File: config.mk
export PLATFORM = sky130hd
export DESIGN_NAME = quad_speed_sampler
export DESIGN_NICKNAME = d
export VERILOG_FILES = /design/src/rtl/quad_speed_sampler.sv
export SDC_FILE = /design/constraint.sdc
export NUM_CORES = 1
export LEC_CHECK = 0
export ABC_AREA = 1
export BUFFER_PORTS_ARGS = -buffer_cell sky130_fd_sc_hd__buf_2
export CAP_MARGIN = 20
export CORE_MARGIN = 4
export CORE_UTILIZATION = 40
export CTS_CLUSTER_SIZE = 14
export DETAILED_ROUTE_END_ITERATION = 16
export PLACE_DENSITY = 0.6
export SLEW_MARGIN = 20
export SYNTH_ARGS = -nofsm -noshare
export SYNTH_HDL_FRONTEND = slang
export SYNTH_SLANG_ARGS = --single-unit
File: constraint.sdc
create_clock -name clk -period 7.6 [get_ports clk]
set_input_delay 0.38 -clock clk [delete_from_list [all_inputs] [get_ports clk]]
set_output_delay 0.38 -clock clk [all_outputs]
set_load 0.1 [all_outputs]
File: src/rtl/quad_speed_sampler.sv
// rtl/quad_speed_sampler.sv - windowed signed step counter behind the quadrature decoder
//
// Purpose: accumulates +1/-1 decoder steps over a window of period*TICK_DIV
// clocks and publishes the saturated total with a one-cycle valid strobe.
// Optional feature macro: QUAD_POS_ACCUM_EN adds a free-running 32-bit position.
//
// Ports:
//   clk        clock
//   reset      synchronous reset, active low
//   en         sampling enable
//   period     window length in ticks, 0 disables windowing
//   pulse_in   one-cycle step strobe
//   dir_in     step direction, 1 = forward
//   pos_clr    (QUAD_POS_ACCUM_EN) clear position, drops a same-cycle pulse
//   position   (QUAD_POS_ACCUM_EN) signed running position, wraps mod 2^32
//   count      signed steps in the last completed window
//   valid      one-cycle strobe, count just updated
module quad_speed_sampler #(
  parameter int COUNT_WIDTH  = 16,
  parameter int PERIOD_WIDTH = 8,
  parameter int TICK_DIV     = 50000
) (
  input  logic                           clk,
  input  logic                           reset,
  input  logic                           en,
  input  logic [PERIOD_WIDTH-1:0]        period,
  input  logic                           pulse_in,
  input  logic                           dir_in,
`ifdef QUAD_POS_ACCUM_EN
  input  logic                           pos_clr,
  output logic signed [31:0]             position,
`endif
  output logic signed [COUNT_WIDTH-1:0]  count,
  output logic                           valid
);

  localparam int TW = (TICK_DIV > 1) ? $clog2(TICK_DIV) : 1;
  localparam logic [TW-1:0] TICK_LAST = TW'(TICK_DIV - 1);
  localparam logic [COUNT_WIDTH-1:0] SAT_MAX = {1'b0, {(COUNT_WIDTH-1){1'b1}}};
  localparam logic [COUNT_WIDTH-1:0] SAT_MIN = {1'b1, {(COUNT_WIDTH-1){1'b0}}};

  typedef enum logic {ST_IDLE, ST_RUN} state_t;

  state_t                   r_state;
  state_t                   w_state_nxt;
  logic [TW-1:0]            r_tick_cnt;
  logic [PERIOD_WIDTH-1:0]  r_win_cnt;
  logic [PERIOD_WIDTH-1:0]  r_per_q;
  logic [COUNT_WIDTH-1:0]   r_acc;
  logic [COUNT_WIDTH-1:0]   r_count;
  logic                     r_valid;

  logic                     w_start;
  logic                     w_stop;
  logic                     w_tick;
  logic                     w_win_end;
  logic [COUNT_WIDTH:0]     w_sum_ext;
  logic [COUNT_WIDTH-1:0]   w_acc_sat;

  assign w_tick = (r_tick_cnt == TICK_LAST);

  // One extra bit on the sum; overflow shows up as the top two bits differing.
  always_comb begin
    w_sum_ext = {r_acc[COUNT_WIDTH-1], r_acc};
    if (pulse_in) begin
      if (dir_in) w_sum_ext = w_sum_ext + (COUNT_WIDTH+1)'(1);
      else        w_sum_ext = w_sum_ext - (COUNT_WIDTH+1)'(1);
    end
    if (w_sum_ext[COUNT_WIDTH] != w_sum_ext[COUNT_WIDTH-1])
      w_acc_sat = w_sum_ext[COUNT_WIDTH] ? SAT_MIN : SAT_MAX;
    else
      w_acc_sat = w_sum_ext[COUNT_WIDTH-1:0];
  end

  always_comb begin
    w_state_nxt = r_state;
    w_start     = 1'b0;
    w_stop      = 1'b0;
    w_win_end   = 1'b0;
    if (r_state == ST_IDLE) begin
      if (en && (period != '0)) begin
        w_state_nxt = ST_RUN;
        w_start     = 1'b1;
      end
    end else begin
      // Leaving RUN wins over a coincident window end: the window is dropped.
      if (!en || (period == '0)) begin
        w_state_nxt = ST_IDLE;
        w_stop      = 1'b1;
      end else begin
        w_win_end = w_tick && (r_win_cnt == (r_per_q - PERIOD_WIDTH'(1)));
      end
    end
  end

  always_ff @(posedge clk) begin
    if (!reset) r_state <= ST_IDLE;
    else        r_state <= w_state_nxt;
  end

  always_ff @(posedge clk) begin
    if (!reset) begin
      r_tick_cnt <= '0;
      r_win_cnt  <= '0;
      r_per_q    <= '0;
      r_acc      <= '0;
      r_count    <= '0;
      r_valid    <= 1'b0;
    end else begin
      r_valid <= 1'b0;
      if (w_start) begin
        r_per_q    <= period;
        r_acc      <= '0;
        r_tick_cnt <= '0;
        r_win_cnt  <= '0;
      end else if (w_stop) begin
        r_acc      <= '0;
        r_tick_cnt <= '0;
        r_win_cnt  <= '0;
      end else if (r_state == ST_RUN) begin
        r_tick_cnt <= w_tick ? '0 : r_tick_cnt + TW'(1);
        if (w_win_end) begin
          // A pulse on the closing cycle still belongs to this window.
          r_count   <= w_acc_sat;
          r_valid   <= 1'b1;
          r_acc     <= '0;
          r_win_cnt <= '0;
          r_per_q   <= period;
        end else begin
          r_acc <= w_acc_sat;
          if (w_tick) r_win_cnt <= r_win_cnt + PERIOD_WIDTH'(1);
        end
      end
    end
  end

  assign count = r_count;
  assign valid = r_valid;

`ifdef QUAD_POS_ACCUM_EN
  logic [31:0] r_position;

  always_ff @(posedge clk) begin
    if (!reset)              r_position <= '0;
    else if (pos_clr)        r_position <= '0;
    else if (en && pulse_in) r_position <= dir_in ? r_position + 32'd1 : r_position - 32'd1;
  end

  assign position = r_position;
`endif

endmodule

==> results of run 1 <==
-- per-layer routing --
layer,track usage,vias to the layer above,part of all wire
li1,-,2366,-
met4,0.0532,0,0.014
met1,0.249,1994,0.51
met3,0.0305,13,0.047
met2,0.270,86,0.42
met5,0,-,0
-- per-stage QoR --
step                      cell area [sq um]  setup slack, ns
after CTS                              5100             4.20
final                                  5100             4.18
after global placement                 4810             3.94
after global routing                   5100             3.81
after detailed placement               4810             3.86
after floorplan                        4600             4.42
-- final cells by class --
class,count,area (sq um),area share
clock buffer,12,267,0.0522
clock inverter,4,25.0,0.00490
inverter,122,458,0.0897
multi-input combinational,528,2710,0.531
sequential,66,1320,0.259
tap,140,175,0.0343
timing repair buffer,29,145,0.0284
-- worst reg2reg max path, cell delays in order, from the launching register on --
cell and delay, ns:
dfxtp_1 0.45, inv_1 0.10, fa_1 0.41, inv_1 0.08, nand3_1 0.09, nand2_1 0.12, nand2_1 0.07, nand2_1 0.13
nand2_1 0.09, nand3_1 0.09, nand3_2 0.12, nand2_1 0.17, inv_1 0.06, ha_1 0.43, clkinv_1 0.28, nand3_4 0.33
nand3_1 0.14, nand2_1 0.09, inv_1 0.04
-- state kept, by name, summed over array words and instances, names as in the netlist --
register and count:
count 16, r_acc 16, r_tick_cnt 16, r_per_q 8, r_win_cnt 8, r_state 1, valid 1
-- cell usage after synthesis (5+ instances only) --
| cell | number | share of area |
|---|---|---|
| nand2_1 | 205 | 0.17 |
| a21oi_1 | 60 | 0.065 |
| nor3_1 | 18 | 0.020 |
| nand4_1 | 6 | 0.0082 |
| a21oi_2 | 8 | 0.015 |
| inv_2 | 12 | 0.0098 |
| nor2_1 | 79 | 0.064 |
| buf_6 | 5 | 0.012 |
| ha_1 | 23 | 0.063 |
| clkbuf_1 | 8 | 0.0065 |
| nand3_2 | 9 | 0.020 |
| o211ai_1 | 8 | 0.013 |
| inv_1 | 108 | 0.088 |
| nand3_1 | 57 | 0.062 |
| o21ai_0 | 16 | 0.017 |
| xor2_1 | 7 | 0.013 |
| dfxtp_1 | 66 | 0.29 |
-- power by group --
part           internal (mW)  total [mW]  switching (mW)
Sequential             0.354       0.364         0.00962
Clock                  0.246       0.397           0.151
Combinational         0.0553       0.172           0.117
-- how the worst min path moves through the flow --
stage | startpoint | end | slack, ns | depth (start not counted)
final | reset | r_per_q[2] | 0.39 | 3
after global routing | reset | r_per_q[1] | 0.39 | 3
after CTS | reset | r_per_q[2] | 0.37 | 3
after detailed placement | r_per_q[1] | r_per_q[1] | 0.48 | 2
after global placement | r_tick_cnt[14] | r_tick_cnt[14] | 0.47 | 1
after floorplan | r_tick_cnt[14] | r_tick_cnt[14] | 0.44 | 1
-- logic make-up (layout without fill, tap and decap cells) --
| kind of cell | count (synthesis) | in the layout | share of synthesized area |
|---|---|---|---|
| buf+inv | 140 | 167 | 0.124 |
| xor+xnor | 11 | 11 | 0.0209 |
| flops | 66 | 66 | 0.287 |
| simple gates | 394 | 394 | 0.380 |
| fa+ha+maj | 24 | 24 | 0.0668 |
| compound gates | 99 | 99 | 0.121 |
==> summary by stage, run 1 <==
Status
The flow ran to the end, and the final reports show no timing, DRC or antenna violations.

Yosys
After synthesis, the netlist uses 39 different library cells. Averaged over all synthesized cells, the footprint is 6.27 sq um. Of the synthesized area, sequential elements account for 0.287. The fraction of registers with async set or reset after synthesis is 0. In this run, synthesis produced a sequential element count of 66. The area of the mapped netlist is 4600 sq um. The number of nets in the synthesized netlist is 771. The warning count from the yosys run is 0. The synthesized design contains 0 enable-type register cells. For this run, the leading register cell type out of synthesis is dfxtp_1. In the synthesized netlist, the number of instances is 734.

Cells and area
The layout-stage area growth over the synthesis result is 10.8%. Of the cells placed in the final design, the portion with a size suffix greater than 1 is 0.120. The commonest non-fill, non-tap cell in the layout is nand2_1. The number of antenna diodes is 0. After the flow finishes, the layout carries non-filler instances totaling 901.

In the layout the commonest cells are 205 x nand2_1, 108 x inv_1, 79 x nor2_1. After filler insertion, the fill cell instance count of the layout stands at 1182. The layout net count is 793. At the end of the flow the core is filled with cells to 0.463.

Place
Detailed placement ended at an HPWL of 8510 um. The weighted congestion at the end of routability-driven global placement is 0.931. The total of buffers placed on input and output ports is 29.

Once placement completed, the tool counted placed cells totaling 885.

Routing
For this run, design rule violations remaining after detail routing come to 0. The routed layout has 4459 vias. The final layout contains routed wiring with a total length of 11100 um. Using the TritonRoute via totals, the vias-per-cell ratio works out to 4.95. The routed wirelength normalized by instance count is 12.3 um. The detail route stage leaves a number of antenna-violating nets equal to 0. The DRC violation total after the first TritonRoute iteration is 266. The first-pass iteration count of the detailed router is 5.

Global routing
The via count of the first global-routing pass is 4147. For this run the aggregate overflow at the end of global routing stands at 0. The initial antenna violation count is 0.

The maximum number of pins on one net before global-route repair is 32. The total global-route track usage is 0.175. The wire length of the first global-routing pass is 19000 um.

Power and ir drop
VDD sags by at most 0.000132 V. Power spread over the standard cell area amounts to 183 nW/um^2. The completed layout was analyzed and its total power is 0.933 mW. The static leakage power is 2.45 nW.

Critical path
The number of cells on the critical path is 19. The cell family contributing the most delay on the critical path is simple AND/OR/NAND/NOR gates. The critical path ends at count[11]. In this run the worst setup path begins at dir_in. The startpoint of the most critical register-to-register path is r_acc[0]. Together, buffers and inverters on the worst path number 5. The critical path goes through buf_2, inv_1, ha_1, a21oi_1, nand2_1, nand2_1, nand2_1, nand2_1, nand2_1, nand2_1, nand3_2, nand2_1, inv_1, ha_1, clkinv_1, nand3_4, nand3_1, nand2_1, inv_1. The most used cell along the critical path is nand2_1. The capture instance of the worst register-to-register path is count[11]. The highest-delay cell along the critical path is ha_1. The worst setup path is captured at a register. The worst setup path is launched from a primary input. For the worst flop-to-flop path, the logic depth is 18. Of all nets on the critical path, the largest fanout is 26. The worst path arrival time is 3.64 ns. The critical path is of the in2reg type.

The reg2reg setup slack is 4.19 ns. The data required time at the worst endpoint is 7.82 ns. The largest single stage delay on the critical path is 0.43 ns.

Clock network
In this run, CTS created clock tree buffers numbering 9. After clock tree synthesis, the clock-pin slew on the worst setup and hold paths is 0.06 ns. The post-cts repair resize count is 0.

The CTS sink count is 66. The cell at the root of the clock tree is clkbuf_16. CTS built an H-tree with a depth of 3. The CTS tree is built. The clock network latency to the later pin of the worst-skew pair is 0.33 ns. The quantity of hold-fixing buffers added after cts is 0. No sink is reached through more buffers than the 2 on the longest clock path.

The post-CTS setup buffer count is 0.

Floorplan
The die is 115 um wide. The starting density of the core is 0.417. The number of rows in the core area is 38. The die span in y is 115 um. The area of the die is 13300 sq um.

The area of the core region is 11000 sq um. The number of placed I/O pins is 30.

STA
The measured slew at the worst slew-check pin is 0.951 ns. The final setup violation count is 0. The time the final worst path needs with I/O delays and setup is 3.42 ns. The highest clock rate is 0.293 GHz. Setup repair after global routing left no endpoint under its margin.

The worst slack on hold paths is 0.387 ns. The number of max-slew violations in the final report is 0. For the final routed database, the setup TNS stands at 0 ns. The final hold violation count is 0. Measured against its own limit, the worst slew margin works out to 0.363. The largest clock skew in the final design is 0.00631 ns. Of the available clock period, the critical path in the final layout requires 0.450.

Hold path
The min-delay analysis places its worst path in the category in2reg.

Run
The tool flagged a number of max-cap violations equal to 0.
Note: power is estimated with default switching activity, not from simulation.
==> inputs of run 2 (changes only) <==
--- a/config.mk
+++ b/config.mk
@@ -12,7 +12,7 @@
 export CORE_UTILIZATION = 40
 export CTS_CLUSTER_SIZE = 14
 export DETAILED_ROUTE_END_ITERATION = 16
-export PLACE_DENSITY = 0.6
+export PLACE_DENSITY = 0.62
 export SLEW_MARGIN = 20
 export SYNTH_ARGS = -nofsm -noshare
 export SYNTH_HDL_FRONTEND = slang
==> constraint.sdc (replaced) <==
create_clock -name clk -period 3.1 [get_ports clk]
set_input_delay 0.155 -clock clk [delete_from_list [all_inputs] [get_ports clk]]
set_output_delay 0.155 -clock clk [all_outputs]
set_load 0.1 [all_outputs]
==> run 2 against run 1 <==
  * Sequential cell count unchanged
  * Non-clock buffer count increased by 12
  * Hold slack got worse by 0.25 ns
  * Final cell count increased by 1.6%
  * Sequential power increased by 140%
  * Cell area increased by 3.7%
  * Die area unchanged
  * Largest cell class unchanged
==> summary by stage, run 2 (same netlist as run 1, synthesis figures left out) <==
Status
The flow ran to the end, and the final reports show no timing, DRC or antenna violations.

Clock network
The clock buffer count from CTS is 9 (unchanged). The quantity of hold-fixing buffers added after cts came to 0 (unchanged). The post-cts repair resize count was 0 (unchanged). The cell sitting at the root of the clock tree is a clkbuf_16. The H-tree level count came to 3 (unchanged).

The CTS sink count is 66 (unchanged). The CTS tree is built. The post-CTS setup buffer count was 0 (unchanged). The clock transition at the registers of the reported paths is 0.06 ns (about the same). The clock network latency to the later pin of the worst-skew pair is 0.33 ns (about the same). The maximum number of buffers from clock root to sink is 2 (unchanged).

Critical path
The sort of element at the end of the critical path is a register. The data required time at the worst endpoint was 3.33 ns (-4.49 ns). By startpoint and endpoint, the worst setup path is classified as reg2reg. The worst path arrival time is 3.09 ns (-0.55 ns). The biggest fanout along the worst timing path came to 13 (-50%).

The launching element type of the critical path is a register.

Floorplan
The number of rows in the core area is 38 (unchanged). The area of the die was 13300 sq um (unchanged). The starting density of the core is 0.417 (unchanged). The area of the core region was 11000 sq um (unchanged).

The number of placed I/O pins is 30 (unchanged). The die span in y came to 115 um (unchanged). The overall die width came to 115 um (unchanged).

Global routing
The aggregate global routing overflow came to 0 (unchanged). The initial antenna violation count is 0 (unchanged). The maximum number of pins on one net before global-route repair is 27 (-16%). The total global-route track usage came to 0.174 (-0.00134). The wire length of the first global-routing pass is 18900 um (-0.58%). The via count of the first global-routing pass is 4077 (-1.7%).

Cells and area
Leaving out fill and tap cells, the most frequent cells in the layout are 205 x nand2_1, 107 x inv_1, 79 x nor2_1. The layout net count is 807 (+1.8%). The final-layout fill cell count came to 1129 (-4.5%). From synthesis to final layout, the design area changed by 14.9%. The library cell used most frequently in the layout, excluding fill and tap cells, is nand2_1. The post-route cell area came to 5290 sq um (+3.7%). The share of post-route cells with drive strength above 1 is 0.142 (+0.0224). The number of antenna diodes is 0 (unchanged).

Place
The setup slack after placement was -0.135 ns (-4.00 ns). The weighted congestion at the end of routability-driven global placement is 0.850 (-8.7%). The post-detailed-placement half-perimeter wirelength was 8490 um (-0.22%). The total of buffers placed on input and output ports came to 29 (unchanged). The placement-stage cell area is 4900 sq um (+1.9%).

STA
Of the available clock period, the critical path in the final layout requires 0.922. The worst slack on hold paths is 0.138 ns (-0.249 ns). The measured slew at the worst slew-check pin is 0.636 ns (-0.316 ns). Derived from the worst setup path, the maximum achievable clock frequency is 0.350 GHz. The setup slack after layout was 0.243 ns (-3.94 ns). The final hold violation count is 0 (unchanged). The worst relative slew slack is 0.576 (+0.212). The final setup violation count is 0 (unchanged). The time the final worst path needs with I/O delays and setup is 2.86 ns. The number of max-slew violations in the final report is 0 (unchanged). The largest clock skew in the final design is 0.00869 ns (+0.00238 ns).

Power and ir drop
The power share of the combinational group is 0.181 (-0.003). The worst ir drop on vdd is 0.000340 V (+160%). The sequential group share of total power was 0.353 (-0.037). The power density over cell area is 474 nW/um^2 (+160%). The portion of total power attributed to the clock network was 0.465 (+0.039). The static leakage power was 2.53 nW (+3.3%). The switching power is 0.700 mW (+150%). The internal power consumption is 1.81 mW (+180%). The switching power share of the total is 0.279 (-0.0184). The total power consumption of the routed design is 2.51 mW (+170%).

Hold path
The type of the tightest min-delay check is in2reg.

Routing
The total detailed-routing wirelength is 11100 um (+0.37%). The routed wirelength normalized by instance count came to 12.2 um (-1.2%). The post-route antenna net violation count is 0 (unchanged). The DRC violation count after routing is 0 (unchanged). The DRC violation total after the first TritonRoute iteration is 303 (+14%). The number of vias per cell is 4.93 (-0.36%).

The first-pass iteration count of the detailed router is 5 (unchanged). The vias after detailed routing came to 4512 (+1.2%).

Run
The count of maximum capacitance violations is 0 (unchanged).
-- run 2: cell types whose count changed in the layout (fill, tap and decap cells not counted), moves of 2 or more --
cell | previous run | this run
bufinv_16 | 0 | 3
clkinv_2 | 2 | 0
buf_4 | 0 | 12
ha_1 | 23 | 21
clkinvlp_4 | 2 | 4
clkinv_4 | 0 | 2
clkbuf_8 | 3 | 0
ha_2 | 0 | 2
-- run 2: critical path, cell delays in order (launching register included) --
cell and delay [ns]:
dfxtp_1 0.35, inv_1 0.07, fa_1 0.42, inv_1 0.08, nand3_1 0.08, nand2_1 0.11, nand2_1 0.06, nand2_1 0.07
nand2_1 0.08, nand3_2 0.10, nand3_4 0.11, nand2_1 0.12, inv_1 0.06, ha_2 0.38, clkinvlp_4 0.16, nand3_2 0.25
nand3_1 0.13, nand2_1 0.09, inv_1 0.04
-- run 2: per-layer routing --
metal,vias up,track usage,share of wire
li1,2397,-,-
met1,2013,0.248,0.52
met2,93,0.270,0.42
met3,9,0.0274,0.048
met4,0,0.0540,0.011
met5,-,0,0
-- run 2: stage by stage --
step / cells / util / setup TNS [ns]
after global placement: 897 / 0.444 / -0.708
final: 915 / 0.480 / 0
after CTS: 913 / 0.475 / 0
after global routing: 915 / 0.480 / -0.0426
after floorplan: 734 / - / 0
after detailed placement: 897 / 0.444 / -2.52
-- run 2: path summary, 6_finish.rpt --
path,from,to,slack (ns),cells after the start
setup / recovery,r_acc[0],count[7],0.24,18
hold / removal,reset,r_per_q[0],0.14,3
setup reg to reg,r_acc[0],count[7],0.24,18
hold reg to reg,r_tick_cnt[14],r_tick_cnt[14],0.47,1
-- run 2: cell type report --
type / count / area [sq um] / area share
timing repair buffer: 41 / 235 / 0.0445
clock buffer: 10 / 229 / 0.0433
sequential: 66 / 1320 / 0.250
timing repair inverter: 1 / 7.51 / 0.00142
clock inverter: 6 / 115 / 0.0218
inverter: 122 / 465 / 0.0880
tap: 140 / 175 / 0.0331
multi-input combinational: 529 / 2740 / 0.518
-- run 2: power by group through the flow --
stage                     clock network (mW)  registers [mW]  logic, mW
after global routing                    1.24           0.889      0.520
after CTS                               1.19           0.886      0.442
after detailed placement                   0           0.904      0.437
final                                   1.17           0.887      0.455
after global placement                     0           0.904      0.429
after floorplan                            0           0.899      0.347
==> inputs of run 3 (changes only) <==
--- a/config.mk
+++ b/config.mk
@@ -12,7 +12,6 @@
 export CORE_UTILIZATION = 40
 export CTS_CLUSTER_SIZE = 14
 export DETAILED_ROUTE_END_ITERATION = 16
-export PLACE_DENSITY = 0.62
 export SLEW_MARGIN = 20
 export SYNTH_ARGS = -nofsm -noshare
 export SYNTH_HDL_FRONTEND = slang
==> run 3 against run 2 <==
  * Clock skew shrank 0.0021 ns
  * Cell area shrank 0.69%
  * Hold slack gained 0.00095 ns
  * Routed wire length grew 1.1%
  * Critical path depth shrank 3
  * First-iteration DRC count grew 5.9%
  * Global-route usage grew 0.23 points
  * Sequential power is essentially flat
  * Die area is the same
  * Sequential share of layout area grew 0.20 points
  * Largest power group unchanged
  * Highest routed layer unchanged
==> summary by stage, run 3 (same netlist as run 1, synthesis figures left out) <==
Global routing
The wire length of the first global-routing pass was 19300 um (+2.1%). The via count of the first global-routing pass is 4253 (+4.3%). The maximum number of pins on one net before global-route repair was 27 (unchanged). The total global-route track usage was 0.176 (+0.00231). The aggregate global routing overflow was 0 (unchanged). The initial antenna violation count is 0 (unchanged).

Clock network
The clock buffer count from CTS is 9 (unchanged). The clock network latency to the later pin of the worst-skew pair is 0.33 ns (about the same). The clock transition at the registers of the reported paths came to 0.06 ns (about the same).

The H-tree level count is 3 (unchanged). The CTS tree is built. The CTS sink count came to 66 (unchanged).

The cell at the root of the clock tree is clkbuf_16. The quantity of hold-fixing buffers added after cts came to 0 (unchanged). The maximum number of buffers from clock root to sink is 2 (unchanged).

Power and ir drop
The power share of the combinational group is 0.190 (+0.009). The switching power share of the total is 0.286 (+0.00724). The sequential group share of total power is 0.368 (+0.015).

The switching power is 0.690 mW (-1.5%). The portion of total power attributed to the clock network is 0.442 (-0.023). The static leakage power is 2.52 nW (-0.36%). The power density over cell area came to 459 nW/um^2 (-3.3%). The internal power consumption was 1.72 mW (-4.9%). The worst ir drop on vdd is 0.000265 V (-22%). The total power consumption of the routed design is 2.41 mW (-4.0%).

Floorplan
The die span in y is 115 um (unchanged). The starting density of the core was 0.417 (unchanged). The number of rows in the core area was 38 (unchanged). The number of placed I/O pins is 30 (unchanged). The area of the core region is 11000 sq um (unchanged). The overall die width is 115 um (unchanged). The area of the die is 13300 sq um (unchanged).

Critical path
The biggest fanout along the worst timing path is 8 (-5). The type of the setup path with the least slack is reg2reg. The launching element type of the critical path is a register. STA classifies the critical path endpoint as a register. The most used cell along the critical path is nand2_1. The number of buffer and inverter instances along the worst setup path came to 2 (-3). The data required time at the worst endpoint is 3.37 ns (+0.04 ns). The cell type group with the largest total delay on the critical path is compound AO/OA/AOI/OAI gates. The worst path arrival time is 3.06 ns (-0.03 ns). The critical path goes through ha_1, nand2_1, inv_1, a21oi_1, nand2_1, nand3_1, o2111ai_1, o21ai_0, nand2_1, ha_4, buf_4, o21ai_0, o21ai_1, nand2_1, a21oi_2. For this design, the slowest cell found on the critical path is dfxtp_1. The largest stage delay on the critical path came to 0.40 ns (-0.02 ns).

STA
The time the final worst path needs with I/O delays and setup was 2.79 ns (-0.0715 ns). The final hold violation count is 0 (unchanged). The worst relative slew slack is 0.568 (-0.00733).

The highest clock rate is 0.359 GHz (+2.6%). Setup repair after global routing left no endpoint under its margin. The fraction of the cycle the final worst path needs was 0.899 (-0.0231). The measured slew at the worst slew-check pin is 0.647 ns (+0.0110 ns). The setup slack after layout is 0.314 ns (+0.0715 ns). The number of max-slew violations in the final report is 0 (unchanged).

The largest clock skew in the final design came to 0.00656 ns (-0.00213 ns). The final setup violation count was 0 (unchanged).

Run
The count of maximum capacitance violations is 0 (unchanged).

Routing
The number of vias per cell is 4.95 (+0.44%). The DRC violation count after routing came to 0 (unchanged). The first-pass iteration count of the detailed router is 4 (-1). The total detailed-routing wirelength was 11300 um (+1.1%). The routed wirelength normalized by instance count was 12.3 um (+1.1%). The DRC violation total after the first TritonRoute iteration is 321 (+5.9%). The post-route antenna net violation count came to 0 (unchanged).

The vias after detailed routing is 4532 (+0.44%).

Cells and area
In the layout the commonest cells are 204 x nand2_1, 107 x inv_1, 79 x nor2_1. Compared with the post-synthesis result, the final layout area differs by 14.1%. The final-layout fill cell count is 1102 (-2.4%). The final core utilization is 0.476 (-0.00329). The commonest non-fill, non-tap cell in the layout is nand2_1.

The area taken by flip-flops and latches was 1320 sq um (about the same). The post-route cell area is 5260 sq um (-0.69%). The footprint of the multi-input gates is 2740 sq um (-0.23%). The share of post-route cells with drive strength above 1 is 0.142 (unchanged).

The number of antenna diodes is 0 (unchanged). The layout net count is 808 (+0.12%). The final instance count without filler cells was 915 (unchanged).

Place
The total of buffers placed on input and output ports was 29 (unchanged). The setup slack after placement is -0.134 ns (+0.000573 ns). The placement-stage cell area is 4900 sq um (unchanged). The post-detailed-placement half-perimeter wirelength is 8490 um (about the same). The weighted congestion at the end of routability-driven global placement is 0.865 (+1.7%).

The cell count after placement is 897 (unchanged).

Hold path
The tightest min-delay check is of the in2reg type.

Status
The run finished with clean final reports.
run 3: area by class of cell:
| type | count | area share |
|---|---|---|
| clock buffer | 9 | 0.0429 |
| timing repair inverter | 1 | 0.000952 |
| tap | 140 | 0.0333 |
| multi-input combinational | 529 | 0.521 |
| timing repair buffer | 42 | 0.0462 |
| inverter | 122 | 0.0886 |
| sequential | 66 | 0.252 |
| clock inverter | 6 | 0.0157 |
run 3: power groups by stage:
stage / combinational [mW] / clock [mW] / sequential (mW)
final: 0.459 / 1.06 / 0.887
after global placement: 0.431 / 0 / 0.904
after detailed placement: 0.439 / 0 / 0.905
after global routing: 0.523 / 1.11 / 0.890
after CTS: 0.441 / 1.08 / 0.887
after floorplan: 0.347 / 0 / 0.899
run 3: path summary, 6_finish.rpt:
kind	startpoint	endpoint	slack, ns	depth (start not counted)
hold / removal	reset	r_per_q[1]	0.14	3
setup / recovery	r_acc[5]	r_acc[13]	0.31	15
hold reg to reg	r_tick_cnt[9]	r_tick_cnt[9]	0.49	2
setup reg to reg	r_acc[5]	r_acc[13]	0.31	15
run 3: metal layers:
| metal | vias up | GRT usage | share of wire | routed length (um) |
|---|---|---|---|---|
| li1 | 2406 | - | - | - |
| met1 | 2021 | 0.254 | 0.52 | 5880 |
| met2 | 93 | 0.272 | 0.41 | 4640 |
| met5 | - | 0 | 0 | 0 |
| met3 | 12 | 0.0263 | 0.052 | 584 |
| met4 | 0 | 0.0524 | 0.014 | 152 |
run 3: through the flow:
step,setup TNS [ns],hold WS (ns)
after global placement,-0.0609,0.468
after floorplan,0,0.291
after detailed placement,-2.42,0.482
after global routing,0,0.172
final,0,0.139
after CTS,0,0.125
run 3: worst register-to-register path: cells and delay by family, from the launching register on:
family / cells / cell delay [ns]
buf+inv: 2 / 0.21
compound gates: 6 / 0.96
flops: 1 / 0.40
simple gates: 5 / 0.53
fa+ha+maj: 2 / 0.62
run 3: what timing repair did:
| action | 4_1_cts | 5_1_grt |
|---|---|---|
| setup endpoints to repair | 0 | 30 |
| setup buffers | 0 | 1 |
| gates resized for setup | 0 | 6 |
